`config.mk`:
```
export PLATFORM = sky130hd
export DESIGN_NAME = spi_display_sink
export DESIGN_NICKNAME = d
export VERILOG_FILES = /design/src/rtl/spi_display_sink.sv
export SDC_FILE = /design/constraint.sdc
export NUM_CORES = 1
export LEC_CHECK = 0
export CORE_MARGIN = 1
export CORE_UTILIZATION = 59
export CTS_BUF_LIST = sky130_fd_sc_hd__clkbuf_4 sky130_fd_sc_hd__clkbuf_8
export DETAILED_ROUTE_END_ITERATION = 6
export PLACE_DENSITY = 0.86
export SKIP_LAST_GASP = 1
export SLEW_MARGIN = 20
export SYNTH_ARGS = -nofsm -noshare
export SYNTH_HDL_FRONTEND = slang
export SYNTH_SLANG_ARGS = --single-unit
```
`constraint.sdc`:
```
create_clock -name clk -period 4.2 [get_ports clk]
set_input_delay 0.63 -clock clk [delete_from_list [all_inputs] [get_ports clk]]
set_output_delay 0.63 -clock clk [all_outputs]
set_load 0.05 [all_outputs]
```
`src/rtl/spi_display_sink.sv`:
```
// SPI sink for an SSD1306-style display: resynchronises the serial port, assembles bytes
// and decodes the small command set that drives display state registers.
module spi_display_sink #(
    parameter int unsigned SYNC_STAGES = 2
) (
    input  logic       clk,
    input  logic       rst,
    input  logic       spi_clk,
    input  logic       spi_din,
    input  logic       spi_cs,
    input  logic       spi_dc,
    input  logic       spi_rst,
    output logic [7:0] byte_out,
    output logic       byte_dc,
    output logic       byte_valid,
    output logic       display_on,
    output logic [7:0] contrast,
    output logic [7:0] precharge,
    output logic       charge_pump_on,
    output logic       all_on,
    output logic       inverted,
    output logic       cmd_error
);

    typedef enum logic {
        ST_IDLE,
        ST_ARG
    } state_t;

    // Bundle order {spi_rst, spi_cs, spi_dc, spi_din, spi_clk}; the two selects idle high.
    localparam logic [4:0] SYNC_RST = 5'b11000;

    logic [4:0] sync_q [SYNC_STAGES];
    logic       sclk_s, din_s, dc_s, cs_s, srst_s;
    logic       sclk_prev;
    logic       sclk_rise;
    logic [2:0] bit_cnt;
    logic [6:0] shreg;

    state_t     state, state_nxt;
    logic [7:0] pending, pending_nxt;
    logic       display_on_nxt, charge_pump_on_nxt, all_on_nxt, inverted_nxt, cmd_error_nxt;
    logic [7:0] contrast_nxt, precharge_nxt;

    always_ff @(posedge clk or posedge rst) begin
        if (rst) begin
            for (int unsigned i = 0; i < SYNC_STAGES; i++) sync_q[i] <= SYNC_RST;
        end else begin
            sync_q[0] <= {spi_rst, spi_cs, spi_dc, spi_din, spi_clk};
            for (int unsigned i = 1; i < SYNC_STAGES; i++) sync_q[i] <= sync_q[i-1];
        end
    end

    assign {srst_s, cs_s, dc_s, din_s, sclk_s} = sync_q[SYNC_STAGES-1];
    assign sclk_rise = sclk_s & ~sclk_prev;

    always_ff @(posedge clk or posedge rst) begin
        if (rst) begin
            sclk_prev  <= 1'b0;
            bit_cnt    <= '0;
            shreg      <= '0;
            byte_out   <= '0;
            byte_dc    <= 1'b0;
            byte_valid <= 1'b0;
        end else begin
            sclk_prev  <= sclk_s;
            byte_valid <= 1'b0;
            if (!srst_s || cs_s) begin
                bit_cnt <= '0;
            end else if (sclk_rise) begin
                shreg   <= {shreg[5:0], din_s};
                bit_cnt <= bit_cnt + 3'd1;
                // counter wraps to zero on the eighth bit, ready for the next byte
                if (bit_cnt == 3'd7) begin
                    byte_out   <= {shreg, din_s};
                    byte_dc    <= dc_s;
                    byte_valid <= 1'b1;
                end
            end
        end
    end

    always_ff @(posedge clk or posedge rst) begin
        if (rst) begin
            state          <= ST_IDLE;
            pending        <= '0;
            display_on     <= 1'b0;
            contrast       <= 8'h7F;
            precharge      <= 8'h22;
            charge_pump_on <= 1'b0;
            all_on         <= 1'b0;
            inverted       <= 1'b0;
            cmd_error      <= 1'b0;
        end else begin
            state          <= state_nxt;
            pending        <= pending_nxt;
            display_on     <= display_on_nxt;
            contrast       <= contrast_nxt;
            precharge      <= precharge_nxt;
            charge_pump_on <= charge_pump_on_nxt;
            all_on         <= all_on_nxt;
            inverted       <= inverted_nxt;
            cmd_error      <= cmd_error_nxt;
        end
    end

    always_comb begin
        state_nxt          = state;
        pending_nxt        = pending;
        display_on_nxt     = display_on;
        contrast_nxt       = contrast;
        precharge_nxt      = precharge;
        charge_pump_on_nxt = charge_pump_on;
        all_on_nxt         = all_on;
        inverted_nxt       = inverted;
        cmd_error_nxt      = 1'b0;
        if (!srst_s) begin
            state_nxt          = ST_IDLE;
            display_on_nxt     = 1'b0;
            contrast_nxt       = 8'h7F;
            precharge_nxt      = 8'h22;
            charge_pump_on_nxt = 1'b0;
            all_on_nxt         = 1'b0;
            inverted_nxt       = 1'b0;
        end else if (byte_valid) begin
            case (state)
                ST_IDLE: begin
                    if (!byte_dc) begin
                        case (byte_out)
                            8'hAE: display_on_nxt = 1'b0;
                            8'hAF: display_on_nxt = 1'b1;
                            8'hA4: all_on_nxt     = 1'b0;
                            8'hA5: all_on_nxt     = 1'b1;
                            8'hA6: inverted_nxt   = 1'b0;
                            8'hA7: inverted_nxt   = 1'b1;
                            8'h81, 8'hD9, 8'h8D: begin
                                pending_nxt = byte_out;
                                state_nxt   = ST_ARG;
                            end
                            default: cmd_error_nxt = 1'b1;
                        endcase
                    end
                end
                ST_ARG: begin
                    // a data byte here drops the pending command without touching registers
                    state_nxt = ST_IDLE;
                    if (!byte_dc) begin
                        case (pending)
                            8'h81:   contrast_nxt       = byte_out;
                            8'hD9:   precharge_nxt      = byte_out;
                            8'h8D:   charge_pump_on_nxt = byte_out[2];
                            default: ;
                        endcase
                    end
                end
                default: state_nxt = ST_IDLE;
            endcase
        end
    end

endmodule

```
==> flow_summary.ini, run 1 <==
[run_status]
outcome = completed

[power]
p_int_mw = 0.9072
leakage_nw = 1.429
p_switching_mw = 0.2407
peakVddDrop_mv = 0.3166
clkPwrFrac_pct = 41.4
power_density_mw_per_mm2 = 377.5
combPwrFrac_pct = 3.6
netSwitchingFraction_pct = 20.97
power_frac_seq_pct = 55.0

[worst_setup_path]
crit_family = buffers and inverters
slowest_stage = clkdlybuf4s50_1
max_stage_delay_ns = 0.89
cp.arrival_ns = 1.77
cp.buffers_inverters = 1
startpoint_type = flop
cp.required_ns = 3.57
critical_path_class = reg -> out
critPathMaxFanout = 12
cp-end-kind = output pin
path_cells = clkdlybuf4s50_1
r2r_slack_ns = 2.12

[yosys]
synthesis.area_sq_mm = 0.002452
syn-num-nets = 193
synth.area.top_cells = dfrtp_1 (49%), dfstp_2 (14%), mux2_2 (9.2%), mux2i_1 (5.7%), nand2_1 (2.4%)
synthCells = 184
ys_ff_latch = 61
synth_top_area_cell = dfrtp_1
avgSynthCellArea_sq_um = 13.33
synth_seq_area_share_pct = 62.91
synth.top_cell.area_share_pct = 48.98
synth_cell_types = 39
ys.warnings.count = 0

[final_layout]
nets = 234
drive_gt1_share_pct = 26.96
antenna_cells = 0
fill_cells = 249
areaGrowthSynthToFinish_pct = 23.98
final_cell_area_sq_mm = 0.003040
final_cell_mix = dfrtp_1 (48), clkdlybuf4s50_1 (37), mux2_2 (20)
fin_util_pct = 76.01
layout_commonest_cell = dfrtp_1

[route]
routedWlPerCell_um = 15.89
post-route-drc-count = 0
via_per_inst = 5.593
wirelength_um = 4450
drtPass1Iterations = 4
drtIter0Drc = 90
dr_total_vias = 1566
detail-route-antenna-nets = 0

[cts]
cts_buffers = 9
ctsHoldBuffers = 0
post_cts_buffers = 0
clock_path_buffers = 2
cts-root-buf = clkbuf_8
cts.htree.levels = 3
path_clk_slew_ns = 0.06
cts-resized-gates = 0
clock_latency_ns = 0.33
cts_tree = built
cts.sinks = 61

[sta]
worstMarginPinSlew_ns = 0.8516
setup_violations = 0
slew_viol_final = 0
max_freq_ghz = 0.4159
max_slew_margin_pct = 43.16
rsz0062_at_grt = no
fin_crit_sh_pct = 57.24
clock_skew_ns = 0.003463
fin_setup_tns_ns = 0
period_needed_ns = 2.404
final-hold-violation-count = 0

[floorplan]
num_io_pins = 38
placement_rows = 23
die_h_um = 66.47
dieWidth_um = 66.47
coreArea_sq_mm = 0.004000
die-area_sq_mm = 0.004418
start_util_pct = 61.31

[global_route]
grt-ovfl-total = 0
grt_usage_pct = 24.30
antenna_found_initial = 0
grt_pass1_vias = 1626
grt_max_degree = 53
grt_first_pass_wirelength_um = 7679

[place]
place_congestion = 0.8097
postPlaceCellArea_sq_mm = 0.002853
port_buffers = 37
hpwl_um = 3020

[hold_path]
worst_hold_path_type = reg -> reg

[run]
maxCapViolCount = 0
[power groups by stage]
stage	clock network, mW	registers, mW	logic [mW]
after floorplan	0	0.632	0.0336
after global placement	0	0.640	0.0397
after detailed placement	0	0.641	0.0422
after CTS	0.482	0.631	0.0424
after global routing	0.507	0.635	0.0462
final	0.476	0.631	0.0412
[stage by stage]
step                      hold slack [ns]  cells  setup slack (ns)  total power, mW
after detailed placement           0.3387    264             2.142           0.6835
after global routing               0.3568    280             1.731            1.188
after floorplan                    0.3312    184             2.078           0.6658
after global placement             0.3339    264             2.189           0.6792
final                              0.3486    280             1.796            1.148
after CTS                          0.3523    280             1.802            1.155
[cell usage after synthesis, drive strengths merged]
master and count:
a211oi 1, and2b 2, and3 1, and4 1
and4b 1, and4bb 1, buf 2, clkbuf 6
dfrtp 48, dfstp 13, ha 2, inv 2
mux2 20, mux2i 14, nand2 17, nand2b 3
nand3 10, nand4 2, nand4b 3, nor2 7
nor2b 6, nor3 2, nor3b 2, nor4 2
nor4b 1, o21ai 8, o21bai 1, or2 2
or2b 1, or4 1, or4bb 1, xor2 1
[sequential cells by signal (all words and copies together) (netlist names), 3 cells and up]
register,count
bit_cnt,3
byte_out,8
contrast,8
pending,8
precharge,8
shreg,7
sync_q,5
[per-layer routing]
metal | vias up | wire, um | track usage [%]
li1 | 726 | - | -
met1 | 773 | 1955 | 30.99
met2 | 55 | 2213 | 38.27
met3 | 12 | 190 | 5.651
met4 | 0 | 91 | 13.56
met5 | - | 0 | 0
[cell families after synthesis]
group	Yosys count	synth area share, %
compound gates	10	2.245
simple gates	66	16.63
fa+ha+maj	2	1.020
flops	61	62.91
mux	34	14.90
xor+xnor	1	0.3572
buf+inv	10	1.939
[final cells by class]
type                       instances  area (sq um)  share of cell area, %
tap                               50         62.56                  2.058
timing repair buffer              38         377.9                  12.43
sequential                        61          1543                  50.74
clock inverter                     1         5.005                 0.1646
inverter                           2         8.758                 0.2881
clock buffer                      15         181.4                  5.967
multi-input combinational        113         862.1                  28.35
[final timing paths]
path | cells past startpoint | end | from
hold reg to reg | 0 | sclk_s | sync_q[5]
setup reg to reg | 4 | byte_out[0] | srst_s
max in group asynchronous | 3 | contrast[2] | rst
hold / removal | 0 | sclk_s | sync_q[5]
setup / recovery | 1 | byte_out[3] | byte_out[3]
min in group asynchronous | 2 | byte_dc | rst
(Power assumes the default switching activity.)
==> run 2: changes to the inputs <==
- CORE_UTILIZATION: 59 -> 50
- PLACE_DENSITY: 0.86 -> 0.78
- clock period: 4.2 -> 1.93 ns (I/O delays scaled with it)
==> run 2 against run 1 <==
Compared with the run above: register-to-register slack worse by 2.0 ns; count of clock-buffer cells in the layout is 3 lower; first-iteration DRC count is 6.7% lower; combinational power is 150% higher; flip-flop and latch count stayed put.
==> flow_summary.ini, run 2 (synthesis gave the netlist of run 1 again) <==
[run_status]
outcome = completed

[worst_setup_path]
cp-end-kind = output pin
r2r.worst_path.cells = 4
startpoint_type = flop
crit_family = buffers and inverters
cp.arrival_ns = 1.58
critPathMaxFanout = 5
critical_path_class = reg -> out
slowest_stage = clkdlybuf4s50_1
max_stage_delay_ns = 0.84
r2r_slack_ns = 0.10
r2r_start = byte_out[2]
path_cells = clkdlybuf4s50_1
r2r_end = pending[4]
cp.required_ns = 1.64
cp.buffers_inverters = 1

[floorplan]
dieWidth_um = 72.04
num_io_pins = 38
start_util_pct = 51.92
coreArea_sq_mm = 0.004723
placement_rows = 25
die-area_sq_mm = 0.005189
die_h_um = 72.04

[sta]
max_slew_margin_pct = 65.31
whs_ns = 0.3418
max_freq_ghz = 0.5347
worstMarginPinSlew_ns = 0.5187
layout_setup_ws_ns = 0.05991
setup_violations = 0
period_needed_ns = 1.870
fin_setup_tns_ns = 0
final-hold-violation-count = 0
rsz0062_at_grt = no
slew_viol_final = 0
clock_skew_ns = 0.008655
fin_crit_sh_pct = 96.90

[final_layout]
antenna_cells = 0
multi_input_area_sq_um = 862.1
fin_util_pct = 65.80
final_cell_area_sq_mm = 0.003108
fill_cells = 362
ff_latch_area_sq_mm = 0.001546
nets = 237
final_cells = 300
final_cell_mix = dfrtp_1 (45), clkdlybuf4s50_1 (23), mux2_2 (20)
drive_gt1_share_pct = 34.76
layout_commonest_cell = dfrtp_1
areaGrowthSynthToFinish_pct = 26.73

[cts]
cts.htree.levels = 3
cts-resized-gates = 1
clock_path_buffers = 2
post_cts_buffers = 0
ctsHoldBuffers = 0
path_clk_slew_ns = 0.07
cts.sinks = 61
cts_buffers = 9
cts-root-buf = clkbuf_8
clock_latency_ns = 0.33
cts_tree = built

[route]
drtPass1Iterations = 4
dr_total_vias = 1541
wl_met3_um = 206
routed.top_layer = met4
routedWlPerCell_um = 13.95
wl_met1_um = 1861
via_per_inst = 5.137
post-route-drc-count = 0
routed-wl-met2_um = 2026
drtIter0Drc = 84
wirelength_um = 4184
detail-route-antenna-nets = 0

[global_route]
grt_first_pass_wirelength_um = 6941
grt_usage_pct = 18.19
grt_pass1_vias = 1422
antenna_found_initial = 0
grt_max_degree = 62
grt-ovfl-total = 0

[place]
pre_cts_slack_ns = 0.1127
dp_cells = 284
postPlaceCellArea_sq_mm = 0.002880
hpwl_um = 2871
place_congestion = 0.7757
port_buffers = 37

[power]
leakage_nw = 1.472
power_mw = 2.733
power_density_mw_per_mm2 = 879.3
peakVddDrop_mv = 0.5113

[run]
maxCapViolCount = 0

[hold_path]
worst_hold_path_type = in -> async
run 2: report_power, final:
part           total (mW)  leakage [nW]  internal (mW)  switching [mW]
combinational       0.102         0.573         0.0517          0.0502
clock                1.26         0.120          0.808           0.457
sequential           1.37         0.780           1.33          0.0323
run 2: layer usage:
metal,GRT usage (%),up-vias
met3,6.389,9
met2,27.67,42
li1,-,731
met1,23.75,759
met5,0,-
met4,8.061,0
run 2: worst max-delay path by stage:
stage,start,endpoint,cells past startpoint
detailed placement,byte_out[2],pending[4],4
global route,byte_out[7],byte_out[7],1
CTS,byte_valid,byte_valid,1
floorplan,byte_out[1],pending[2],3
finish,byte_valid,byte_valid,1
global placement,byte_out[5],pending[3],3
run 2: final cells by class:
type | instances | area share (%)
tap | 67 | 2.697
inverter | 2 | 0.2415
clock buffer | 12 | 5.113
sequential | 61 | 49.76
timing repair buffer | 41 | 12.20
multi-input combinational | 113 | 27.74
clock inverter | 4 | 2.254
